<file path="src/rtl/bist_fault_reporter.sv">
// Receiver-side link BIST checker. It compares LFSR patterns, serialises the sticky fault mask back
// to the sender, then forwards masked mission data. Define BIST_FAULT_COUNT_EN to add err_count.
module bist_fault_reporter #(
  parameter int unsigned TEST_CHANNELS = 70,
  parameter logic [31:0] SEED          = 32'hdeadbeef,
  parameter int          TEST_CASES    = 1000
) (
  input  logic                     clk,
  input  logic                     reset,
  input  logic [TEST_CHANNELS-1:0] input_channels,
  output logic [TEST_CHANNELS-1:0] output_channels,
  output logic                     ready,
  output logic                     failed,
  output logic [TEST_CHANNELS-1:0] fault_mask,
  output logic                     report_tx,
  output logic                     report_done
`ifdef BIST_FAULT_COUNT_EN
  ,
  output logic [15:0]              err_count
`endif
);

  localparam int unsigned FrameLen = TEST_CHANNELS + 2;
  localparam int unsigned IdxW     = $clog2(FrameLen);
  localparam int unsigned CntW     = $clog2(TEST_CASES + 1);

  if (TEST_CASES < 1) begin : g_bad_cases
    $error("bist_fault_reporter: TEST_CASES must be >= 1");
  end
  if (SEED == 32'h0) begin : g_bad_seed
    $error("bist_fault_reporter: SEED must be nonzero");
  end

  typedef enum logic [1:0] {StCheck, StReport, StDone} state_e;

  state_e                   state_q, state_d;
  logic [31:0]              lfsr_q, lfsr_d;
  logic [CntW-1:0]          case_cnt_q, case_cnt_d;
  logic [IdxW-1:0]          idx_q, idx_d;
  logic [TEST_CHANNELS-1:0] mask_q, mask_d;
  logic [TEST_CHANNELS-1:0] out_q, out_d;
  logic [TEST_CHANNELS-1:0] expected;
  logic [TEST_CHANNELS-1:0] diff;
  logic [FrameLen-1:0]      frame;
  logic                     last_case;
  logic                     frame_last;

  // Channels above 31 reuse the LFSR bits, inverted on every odd 32-channel group.
  always_comb begin
    expected = '0;
    for (int i = 0; i < int'(TEST_CHANNELS); i++) begin
      expected[i] = lfsr_q[i % 32] ^ 1'(i / 32);
    end
  end

  assign diff       = input_channels ^ expected;
  assign last_case  = (case_cnt_q == CntW'(TEST_CASES - 1));
  assign frame_last = (idx_q == IdxW'(FrameLen - 1));
  assign frame      = {^mask_q, mask_q, 1'b1};

  // State register.
  always_ff @(posedge clk) begin
    if (reset) begin
      state_q <= StCheck;
    end else begin
      state_q <= state_d;
    end
  end

  // Next-state logic.
  always_comb begin
    state_d = state_q;
    unique case (state_q)
      StCheck:  if (last_case) state_d = StReport;
      StReport: if (frame_last) state_d = StDone;
      StDone:   state_d = StDone;
      default:  state_d = StCheck;
    endcase
  end

  // FSM outputs.
  always_comb begin
    ready       = 1'b0;
    report_tx   = 1'b0;
    report_done = 1'b0;
    unique case (state_q)
      StCheck: ;
      StReport: begin
        ready     = 1'b1;
        report_tx = frame[idx_q];
      end
      StDone: begin
        ready       = 1'b1;
        report_done = 1'b1;
      end
      default: ;
    endcase
  end

  always_comb begin
    lfsr_d     = lfsr_q;
    case_cnt_d = case_cnt_q;
    mask_d     = mask_q;
    idx_d      = idx_q;
    out_d      = '0;
    if (state_q == StCheck) begin
      mask_d = mask_q | diff;
      lfsr_d = {lfsr_q[30:0], lfsr_q[31] ^ lfsr_q[21] ^ lfsr_q[1] ^ lfsr_q[0]};
      if (!last_case) case_cnt_d = case_cnt_q + 1'b1;
    end else begin
      out_d = input_channels & ~mask_q;
    end
    if (state_q == StReport && !frame_last) idx_d = idx_q + 1'b1;
  end

  always_ff @(posedge clk) begin
    if (reset) begin
      lfsr_q     <= SEED;
      case_cnt_q <= '0;
      mask_q     <= '0;
      idx_q      <= '0;
      out_q      <= '0;
    end else begin
      lfsr_q     <= lfsr_d;
      case_cnt_q <= case_cnt_d;
      mask_q     <= mask_d;
      idx_q      <= idx_d;
      out_q      <= out_d;
    end
  end

  assign fault_mask      = mask_q;
  assign failed          = |mask_q;
  assign output_channels = out_q;

`ifdef BIST_FAULT_COUNT_EN
  logic [15:0] err_q, err_d;
  logic [16:0] pop;
  logic [16:0] sum;

  always_comb begin
    pop = '0;
    for (int i = 0; i < int'(TEST_CHANNELS); i++) begin
      pop = pop + 17'(diff[i]);
    end
    sum   = 17'(err_q) + pop;
    err_d = err_q;
    if (state_q == StCheck) err_d = sum[16] ? 16'hffff : sum[15:0];
  end

  always_ff @(posedge clk) begin
    if (reset) begin
      err_q <= '0;
    end else begin
      err_q <= err_d;
    end
  end

  assign err_count = err_q;
`endif

endmodule

</file>
<file path="config.mk">
export PLATFORM = sky130hd
export DESIGN_NAME = bist_fault_reporter
export DESIGN_NICKNAME = d
export VERILOG_FILES = /design/src/rtl/bist_fault_reporter.sv
export SDC_FILE = /design/constraint.sdc
export NUM_CORES = 1
export LEC_CHECK = 0
export CAP_MARGIN = 30
export CORE_MARGIN = 3
export CORE_UTILIZATION = 44
export CTS_CLUSTER_SIZE = 8
export DETAILED_ROUTE_END_ITERATION = 6
export GPL_TIMING_DRIVEN = 0
export HOLD_SLACK_MARGIN = 0.05
export PLACE_DENSITY = 0.82
export SYNTH_ARGS = -nofsm -noshare
export SYNTH_HDL_FRONTEND = slang
export SYNTH_SLANG_ARGS = --single-unit
</file>
<file path="constraint.sdc">
create_clock -name clk -period 2.3 [get_ports clk]
set_input_delay 0.46 -clock clk [delete_from_list [all_inputs] [get_ports clk]]
set_output_delay 0.46 -clock clk [all_outputs]
set_load 0.05 [all_outputs]
</file>
Word-level counts from Yosys, hierarchy flattened:

Index checks and enable logic that the tools add are counted.

* bits in registers: 191
* input port bits: 72
* output and inout port bits: 144
* word-level logic and storage cells: 72

* add/subtract/negate cells: 2
* order comparisons: 1
* equality and inequality tests: 6
* mux-type cells: 8
* bitwise gates (word level): 40
* reductions and logical operators: 9

Operators by type and width (number)
* $and 70x70->70: 1
* $not 70->70: 1
* $or 70x70->70: 1
* $reduce_or 70->1: 1
* $reduce_xor 70->1: 1
* $xor 70x70->70: 1
* $not 1->1: 33
* $add 10x1->10 const B: 1
* $eq 10x10->1 const B: 1
* $lt 7x8->1 const B: 1
* $add 7x1->7 const B: 1
* $bmux 1 s7: 1
* $eq 7x7->1 const B: 1
* $pmux 2 s3: 1
* $mux 1: 4
* $mux 2: 2
* $ne 2x2->1 const B: 2
* $reduce_and 2->1: 2
* $reduce_or 2->1: 2
* $xor 1x1->1: 3
* $eq 2x1->1 const B: 1
* $eq 2x2->1 const B: 1
* $logic_not 2->1: 1
* $logic_and 1x1->1: 1
* $logic_not 1->1: 1

Depth between registers and ports, before layout:

* depth in word-level cells: 4
* mapped depth: 8
* mapped depth without buffers: 8

Least setup slack after synthesis:

OpenSTA, ideal clock, no wires.

* kind: register -> output
* start point: reg mask_q[22] (netlist: fault_mask[22])
* end point: out report_tx
* arrival: 3.877 ns
* required time: 1.840 ns
* path slack: -2.037 ns
* cell stages (with the launch flop): 9
* path buffers: 0
* cell sequence: dfxtp_1 -> inv_1 -> ha_1 -> xnor2_1 -> xnor2_1 -> xnor2_1 -> xnor3_1 -> xnor2_1 -> a2111oi_1

* longest elaborated chain between the ends: 4

Ends and longest elaborated chain
* start, declared: line 40 `logic [TEST_CHANNELS-1:0] mask_q, mask_d;`
* start signal, assigned: line 126 `mask_q <= mask_d;`
* $reduce_xor 70->1: line 59 `assign frame = {^mask_q, mask_q, 1'b1};`
* $bmux 1 s7 (*): line 90 `report_tx = frame[idx_q];`
* $mux 1 (implied by the code) (*): line 90
* $mux 1 (*): line 86 `unique case (state_q)`
* end, declared: line 15 `output logic report_tx,`

Mark *: on every way between the ends. The rest lies on a longest branch, timed or not. The select of a mux whose other input is x is not followed.

Worst setup path in the final report:

* start point: reg mask_q[55] (netlist: fault_mask[55])
* end point: out report_tx

The elaborated chain is that of the path after synthesis.

==> key figures <==
Worst hold path
  • Hold depth: 1
  • Hold Crit Class: register to register

Yosys
  • Synth Register Bits: 191
  • Post-Syn Instances: 863
  • Sequential element share of the synthesized area: 45.43%
  • Synth Area per Inst: 9.753 um^2
  • Net count after synthesis: 975
  • Synthesized cell area: 8417 um^2
  • Top FF cell, synth: dfxtp_1
  • Ys Warns: 0
  • Synth unique cells: 42
  • Async set-or-reset flop fraction in the synthesized netlist: 0%
  • Post-synth EDFFs: 0

Timing
  • Setup Viol. Count Final: 2
  • Period utilisation layout: 142.4%
  • F_max: 305.4 MHz
  • Final setup margin: -0.9749 ns
  • Relative slew slack: 49.04%
  • Endpoints failing hold: 0
  • RSZ-0062 raised after global routing: yes
  • Clk_skew: 0.01425 ns
  • Min cycle time layout: 3.275 ns
  • Final Slew Violations: 0
  • Worst-Margin Slew: 0.7644 ns

CTS
  • Root Buffer: clkbuf_16
  • Htree depth: 4
  • Clock-pin transition on the worst setup and hold timing paths: 0.07 ns
  • CTS buffer count: 17
  • CTS Buffer Depth: 2
  • CTS sink count: 191
  • Worst skew pair latency: 0.45 ns
  • CTS tree: yes

Die
  • Initial core utilization: 45.76%
  • Die area: 20830 um^2
  • DIE WIDTH: 144.3 um
  • I/O pins: 216
  • Vert. Die Dim: 144.3 um
  • CORE AREA: 18390 um^2
  • Row count: 49

Power and ir drop
  • Worst vdd ir: 1.368 mV
  • PD cells: 1359 nW/um^2
  • Lkg Pwr: 4.673 nW

GRT
  • Initial antenna violation count: 0
  • First-pass GRT wire length: 40730 um
  • Largest net degree at the start of global routing: 18
  • GR Util All Layers: 25.64%
  • Vias in the first global route: 7463
  • GRT Residual Overflow: 0

Critical path
  • WP data required: 1.84 ns
  • Kind of critical path: register to output pin
  • CP max FO: 5
  • Worst reg-to-reg setup slack: 0.05 ns
  • Startpoint Class: register
  • Slowest stage delay, CP: 0.40 ns
  • Element type at the critical path end: output pin
  • WP data arrival: 2.81 ns
  • Crit path cell chain: inv_2, ha_4, xnor2_2, xnor2_2, xnor2_1, xnor3_1, xnor2_2, a2111oi_4, buf_6
  • CP max-delay cell: xnor3_1
  • Worst Reg2Reg Path Length in Cells: 7
  • Most used cell along the critical path: xnor2_2

Detailed routing
  • Vias per cell: 5.361
  • WL/cell: 19.45 um
  • Total Wirelength: 26640 um
  • DRT Pass-1 Iters: 5
  • Vias: 7344
  • Antenna-violating nets left: 0
  • DR DRC count: 0
  • Starting DRT DRC Count: 459

Placement
  • Pre-CTS WS: -1.245 ns
  • Routability cong.: 0.8659
  • Hpwl dp: 18700 um
  • Port Buffer Count: 214
  • Post-DP Area: 11170 um^2

Outcome
  • Status: finished, violations left
  • Violations in the final reports: setup timing

Finish
  • Post-route cell area: 12340 um^2
  • N_diodes: 0
  • Nets: 1240
  • Share of layout cells above drive strength 1: 20.77%
  • P&R area growth vs syn: 46.63%
  • Footprint of the multi-input gates: 4558 um^2
  • Register area: 4030 um^2
  • # fillers: 1341

Flow run
  • Max capacitance violation total: 0
==> metrics by stage <==
stage | total power [mW] | utilization [%] | hold slack (ns) | setup TNS, ns | instances
3_5_place_dp | 12.91 | 60.73 | 0.4459 | -16.34 | 1306
6_report | 16.78 | 67.10 | 0.4600 | -0.9976 | 1370
5_1_grt | 17.52 | 67.10 | 0.4632 | -1.195 | 1370
2_1_floorplan | 10.85 | - | 0.4840 | -0.6589 | 863
4_1_cts | 16.49 | 66.44 | 0.4534 | -1.017 | 1366
3_3_place_gp | 12.83 | 60.73 | 0.4378 | -10.88 | 1306
==> power by group <==
group          leakage (nW)  total, mW  switching, mW  internal, mW
clock network         0.277       2.97           1.33          1.64
registers              1.60       4.96          0.848          4.11
logic                  2.80       8.85           4.76          4.09
total                  4.67       16.8           6.94          9.84
==> synth_stat cells (2+ instances only) <==
master    number  area share [%]
buf_4          2            0.18
nor2b_1       24             1.8
dfxtp_1      191              45
nor2_1       104             4.6
inv_1         73             3.3
xor2_1        51             5.3
a21oi_1       78             4.6
and3_1         4            0.30
mux4_1         3            0.94
ha_1          40             5.9
nand3_1        3            0.18
a211oi_1       3            0.27
a211o_1       24             2.5
nand4_1       11            0.82
mux2i_1       13             1.5
clkbuf_1      38             1.7
nand2_1       16            0.71
nor3_1         3            0.18
buf_1          5            0.22
or2_2          2            0.15
xnor2_1       67             7.0
o21ai_0        3            0.18
mux4_2        14             3.7
buf_2          3            0.18
nor3b_1       71             6.3
==> final timing paths <==
kind	endpoint	from
setup / recovery	report_tx	fault_mask[55]
hold / removal	output_channels[58]	fault_mask[58]
hold reg to reg	output_channels[58]	fault_mask[58]
setup reg to reg	lfsr_q[17]	state_q[0]
==> state kept, by name (all words and copies together), names as in the netlist <==
| register | cells |
|---|---|
| case_cnt_q | 10 |
| state_q | 2 |
| output_channels | 70 |
| idx_q | 7 |
| fault_mask | 70 |
| lfsr_q | 32 |
==> per-layer routing <==
layer	part of all wire [%]	track usage (%)	up-vias
met5	0	0	-
met4	3.1	10.06	0
met3	8.3	6.878	60
met2	48	43.55	335
met1	40	30.96	3523
li1	-	-	3426
==> cells in the final DEF, fill, tap and decap left out, types with 5 or more instances in the layout <==
cell               n
clkdlybuf4s50_1  209
dfxtp_1          126
mux2i_1           13
ha_4              25
nor2_1           104
clkbuf_2           5
nor3b_1           71
xor2_1            51
a21oi_1           78
inv_1             36
inv_4              5
xnor2_2           11
inv_2             32
dfxtp_4           50
buf_4             34
nand2_1           16
clkbuf_1          35
nor2b_1           24
ha_1              15
mux4_2            14
dfxtp_2           15
a211o_1           24
xnor2_1           56
nand4_1           11
clkbuf_16         17
==> cell families after synthesis <==
group / synth area share [%]
AOI/OAI and AO/OA: 8.637
xor gates and xnor gates: 12.55
adders and majority gates: 5.946
buffers and inverters: 5.664
DFF: 45.43
muxes: 6.362
and+or+nand+nor: 15.42
==> cell type report <==
| cell class | instances | area share [%] |
|---|---|---|
| multi-input cells | 550 | 36.93 |
| flip-flops and latches | 191 | 32.65 |
| repair buffers | 246 | 19.32 |
| clock buffers | 20 | 3.619 |
| inverters | 73 | 2.322 |
| well taps | 229 | 2.322 |
| plain buffers | 49 | 1.723 |
| clock inverters | 12 | 1.105 |
==> repair_timing <==
item | 4_1_cts | 5_1_grt
gates resized for setup | 52 | 34
hold buffers | 0 | 0
endpoints found under the setup margin | 95 | 8
pin swaps | 23 | 13
buffers inserted | 28 | 4
==> critical path, delay by kind of cell (launching register included) <==
family	cells	cell delay [ns]
xor+xnor	5	1.13
compound gates	1	0.35
buf+inv	2	0.27
flops	1	0.38
fa+ha+maj	1	0.24
Note: power is estimated with default switching activity, not from simulation.
==> RTL edit 1, RTL diff (config.mk and constraints unchanged) <==
The option `BIST_FAULT_COUNT_EN` is turned on by a define.
--- a/src/rtl/bist_fault_reporter.sv
+++ b/src/rtl/bist_fault_reporter.sv
@@ -1,4 +1,6 @@
 // Receiver-side link BIST checker. It compares LFSR patterns, serialises the sticky fault mask back
 // to the sender, then forwards masked mission data. Define BIST_FAULT_COUNT_EN to add err_count.
+`define BIST_FAULT_COUNT_EN
+
 module bist_fault_reporter #(
   parameter int unsigned TEST_CHANNELS = 70,
Behaviour (old outputs only; new: err_count): unchanged (equiv_simple and equiv_induct, registers matched by name and starting in step).
==> RTL edit 1 against the unedited design <==
  * The flow still finishes with violations (negative setup slack)
  * First-iteration DRC count up 78%
  * Cell area grew 29%
  * Routed wire length is 48% higher
  * Synthesized area up 32%
  * Synthesized cell count up 29%
  * Setup slack worse by 3.9 ns
  * Register-to-register slack worse by 4.9 ns
  * Final cell count rose by 28%
  * Sequential cell count grew 16
Power is not shown: default switching activity piles up to over one toggle a cycle in this logic, so the estimate is an artifact.
==> RTL edit 1: results (changes against the unedited design) <==
[outcome]
status = finished, violations left  ; unchanged
violations = negative setup slack  ; unchanged

[clocking]
cts_buffers = 29  ; was 17
cts.repair.resized = 124  ; was 52
clk_latency_ns = 0.55  ; was 0.45 ns
cts_max_level = 1  ; was 4

[routing]
vias = 9705  ; was 7344
drt_first_iter_violations = 819  ; was 459
wl_met3_mm = 4.25  ; was 2.20 mm
routed-wl-met2_mm = 18.4  ; was 12.9 mm
avgRoutedWirePerCell_um = 22.4  ; was 19.4 um

[setup_path]
path_delay_family = adder cells  ; was XOR/XNOR gates
worst_path_largest_cell_delay_ns = 0.56  ; was 0.40 ns
ff2ff_setup_slack_ns = -4.87  ; was 0.05 ns
cpMaxStageDelayCell = fa_1  ; was xnor3_1

[timing]
fin_ws_ns = -4.91  ; was -0.975 ns
setup_viol = 18  ; was 2
tns_ns = -78.19  ; was -0.998 ns
skew_ns = 0.0223  ; was 0.0142 ns

[synth]
synth_cell_types = 48  ; was 42
synth_area_leaders = dfxtp_1, fa_1, ha_1  ; was dfxtp_1, xnor2_1, nor3b_1
ys_seq_area_frac = 0.372  ; was 0.454
synth_nets = 1310  ; was 975

[final_layout]
drive_gt1_frac = 0.199  ; was 0.208

[placement]
dp_hpwl_mm = 29.6  ; was 18.7 mm
port_buffers = 230  ; was 214
place_congestion = 0.972  ; was 0.866

[global_routing]
grt_max_degree = 15  ; was 18
grt_pass1_vias = 9871  ; was 7463

==> RTL edit 1: cell count changes after synthesis, moves of 23 or more <==
cell | unedited run | this run
a211o_1 | 24 | 0
and2_1 | 0 | 27
fa_1 | 0 | 62
ha_1 | 40 | 67
inv_1 | 73 | 139
mux2i_1 | 13 | 40
nand2_1 | 16 | 39
o21ai_0 | 3 | 27
==> RTL edit 1: cell type report <==
| type | instances | area [sq um] |
|---|---|---|
| Fill cell | 1840 | 8690 |
| Multi-Input combinational cell | 710 | 6800 |
| Sequential cell | 207 | 4400 |
| Timing Repair Buffer | 275 | 2730 |
| Clock buffer | 49 | 801 |
| Inverter | 141 | 554 |
| Tap cell | 324 | 405 |
| Buffer | 46 | 220 |
| Clock inverter | 1 | 8.76 |
==> RTL edit 1: final timing paths <==
path,depth (start not counted),start,end
setup reg to reg,26,lfsr_q[26],err_count[3]
setup / recovery,25,input_channels[50],err_count[3]
hold / removal,2,input_channels[52],output_channels[52]
hold reg to reg,1,fault_mask[54],output_channels[54]
==> RTL edit 1: kinds of logic after synthesis <==
logic type | after synthesis | share of synthesized area
fa+ha+maj | 129 | 0.187
buf+inv | 192 | 0.0669
flops | 207 | 0.372
mux | 61 | 0.0791
compound gates | 129 | 0.0668
xor+xnor | 125 | 0.0995
simple gates | 266 | 0.129
==> RTL edit 1: per-stage QoR <==
stage          std cells  utilization  hold slack (ns)
3_5_place_dp        1663        0.579            0.430
6_report            1753        0.647            0.300
3_3_place_gp        1663        0.579            0.433
4_1_cts             1743        0.635            0.375
2_1_floorplan       1109            -            0.458
5_1_grt             1753        0.647            0.297
==> RTL edit 1: metal layers <==
metal  vias to the layer above  track usage
li1                       4261            -
met1                      4713        0.351
met2                       607        0.456
met3                       124       0.0766
met4                         0        0.130
met5                         -            0
==> RTL edit 2, RTL diff (same flow settings) <==
Without the edit above. The 3 states of `state_e` get a one-hot encoding in 3 bits.
--- a/src/rtl/bist_fault_reporter.sv
+++ b/src/rtl/bist_fault_reporter.sv
@@ -32,5 +32,5 @@
   end
 
-  typedef enum logic [1:0] {StCheck, StReport, StDone} state_e;
+  typedef enum logic [2:0] {StCheck = 3'b001, StReport = 3'b010, StDone = 3'b100} state_e;
 
   state_e                   state_q, state_d;
Behaviour: same outputs for any inputs over 10 cycles, from zero or initial values and one cycle with reset high; not proved beyond that.
==> RTL edit 2 against the unedited design <==
  * Synthesized area is 0.62% higher
  * Die area is 0.60% higher
  * Cell area is 1.7% higher
  * Sequential power down 15%
  * Count of clock-buffer cells in the layout grew 1
  * Combinational power fell by 34%
  * Setup slack lost 0.069 ns
  * Largest cell class unchanged
  * Routed wire length is 9.5% higher
  * Worst hold slack improved by 0.0030 ns
  * Sequential cell count increased by 1
  * The flow still finishes with violations (negative setup slack)
  * Total power shrank 23%
  * Critical endpoint unchanged
==> RTL edit 2: results (changes against the unedited design) <==
[outcome]
status = finished, violations left  ; unchanged
violations = negative setup slack  ; unchanged

[worst_hold_path]
min_from = fault_mask[59]  ; was fault_mask[58]
min_to = output_channels[59]  ; was output_channels[58]

[routing]
avgRoutedWirePerCell_um = 20.2  ; was 19.4 um
wirelength_mm = 29.2  ; was 26.6 mm
vias = 7887  ; was 7344
drt_first_iter_violations = 689  ; was 459

[timing]
setup_viol = 2  ; unchanged
tns_ns = -1.07  ; was -0.998 ns
fin_ws_ns = -1.04  ; was -0.975 ns
slew_headroom = 0.467  ; was 0.490
skew_ns = 0.0115  ; was 0.0142 ns
holdWs_ns = 0.463  ; was 0.460 ns

[setup_path]
path_max_fanout = 2  ; was 5
timing.rr.end = output_channels[3]  ; was lfsr_q[17]
ff2ff_setup_slack_ns = 0.11  ; was 0.05 ns
rr_worst_depth = 6  ; was 7
r2r_start = state_q[0]  ; unchanged
worst_path_largest_cell_delay_ns = 0.45  ; was 0.40 ns
crit_arrival_ns = 2.88  ; was 2.81 ns

[synth]
synth_area_leaders = dfxtp_1, nor3b_1, xnor2_1  ; was dfxtp_1, xnor2_1, nor3b_1
synth.mux.area_fraction = 0.0569  ; was 0.0636
synth_compound_area_frac = 0.0669  ; was 0.0864
synth_fa_ha_area_frac = 0.0547  ; was 0.0595
synth_nets = 1004  ; was 975
synth_common_cells = dfxtp_1, nor2_1, a21oi_1  ; unchanged
ys_seq_area_frac = 0.454  ; about the same
synth_xor_area_frac = 0.122  ; was 0.125

[placement]
dp_hpwl_mm = 18.7  ; about the same
place_congestion = 0.911  ; was 0.866
port_buffers = 215  ; was 214
dp_slack_ns = -1.29  ; was -1.24 ns

[power_and_ir_drop]
ir_drop_v = 0.00107  ; was 0.00137 V
p_sw_mw = 4.99  ; was 6.94 mW

[clocking]
cts_buffer_depth = 2  ; unchanged

[final_layout]
drive_gt1_frac = 0.196  ; was 0.208
nFillCells = 1353  ; was 1341
fin_nets = 1277  ; was 1240

[global_routing]
antenna_found_initial = 0  ; unchanged
grt_usage = 0.261  ; was 0.256
grt_pass1_wl_mm = 41.9  ; was 40.7 mm
grt_pass1_vias = 7769  ; was 7463

## RTL edit 2: worst max-delay path by stage
stage | end | slack (ns)
finish | report_tx | -1.04
global route | report_tx | -1.15
CTS | report_tx | -1.00
detailed placement | report_tx | -1.29
global placement | report_tx | -1.23
floorplan | report_tx | -0.69
## RTL edit 2: stage by stage
step | instance area, sq um | utilization
2_1_floorplan | 8620 | -
3_3_place_gp | 11100 | 0.589
3_5_place_dp | 11100 | 0.589
4_1_cts | 12200 | 0.648
5_1_grt | 12500 | 0.666
6_report | 12500 | 0.666
## RTL edit 2: final cells by class
| class | count | area share |
|---|---|---|
| buffer | 51 | 0.0184 |
| clock buffer | 21 | 0.0384 |
| clock inverter | 11 | 0.00728 |
| inverter | 70 | 0.0215 |
| multi-input combinational | 582 | 0.372 |
| sequential | 192 | 0.322 |
| tap | 260 | 0.0259 |
| timing repair buffer | 254 | 0.195 |
## RTL edit 2: layer usage
| layer | vias up | global-route usage | share of wire |
|---|---|---|---|
| li1 | 3526 | - | - |
| met1 | 3776 | 0.324 | 0.38 |
| met2 | 477 | 0.437 | 0.48 |
| met3 | 108 | 0.0615 | 0.095 |
| met4 | 0 | 0.111 | 0.045 |
| met5 | - | 0 | 0 |
## RTL edit 2: what timing repair did
item	4_1_cts	5_1_grt
resized for setup	67	81
pin swaps	27	22
endpoints found under the hold margin	0	0
setup buffers	31	8
setup endpoints to repair	4	83
## RTL edit 2: power by group through the flow
stage          Sequential (mW)  Clock (mW)  Combinational (mW)
2_1_floorplan             5.04           0                2.46
4_1_cts                   4.18        2.94                5.20
3_5_place_dp              4.33           0                4.43
3_3_place_gp              4.31           0                4.34
5_1_grt                   4.26        3.08                6.11
6_report                  4.22        2.95                5.82
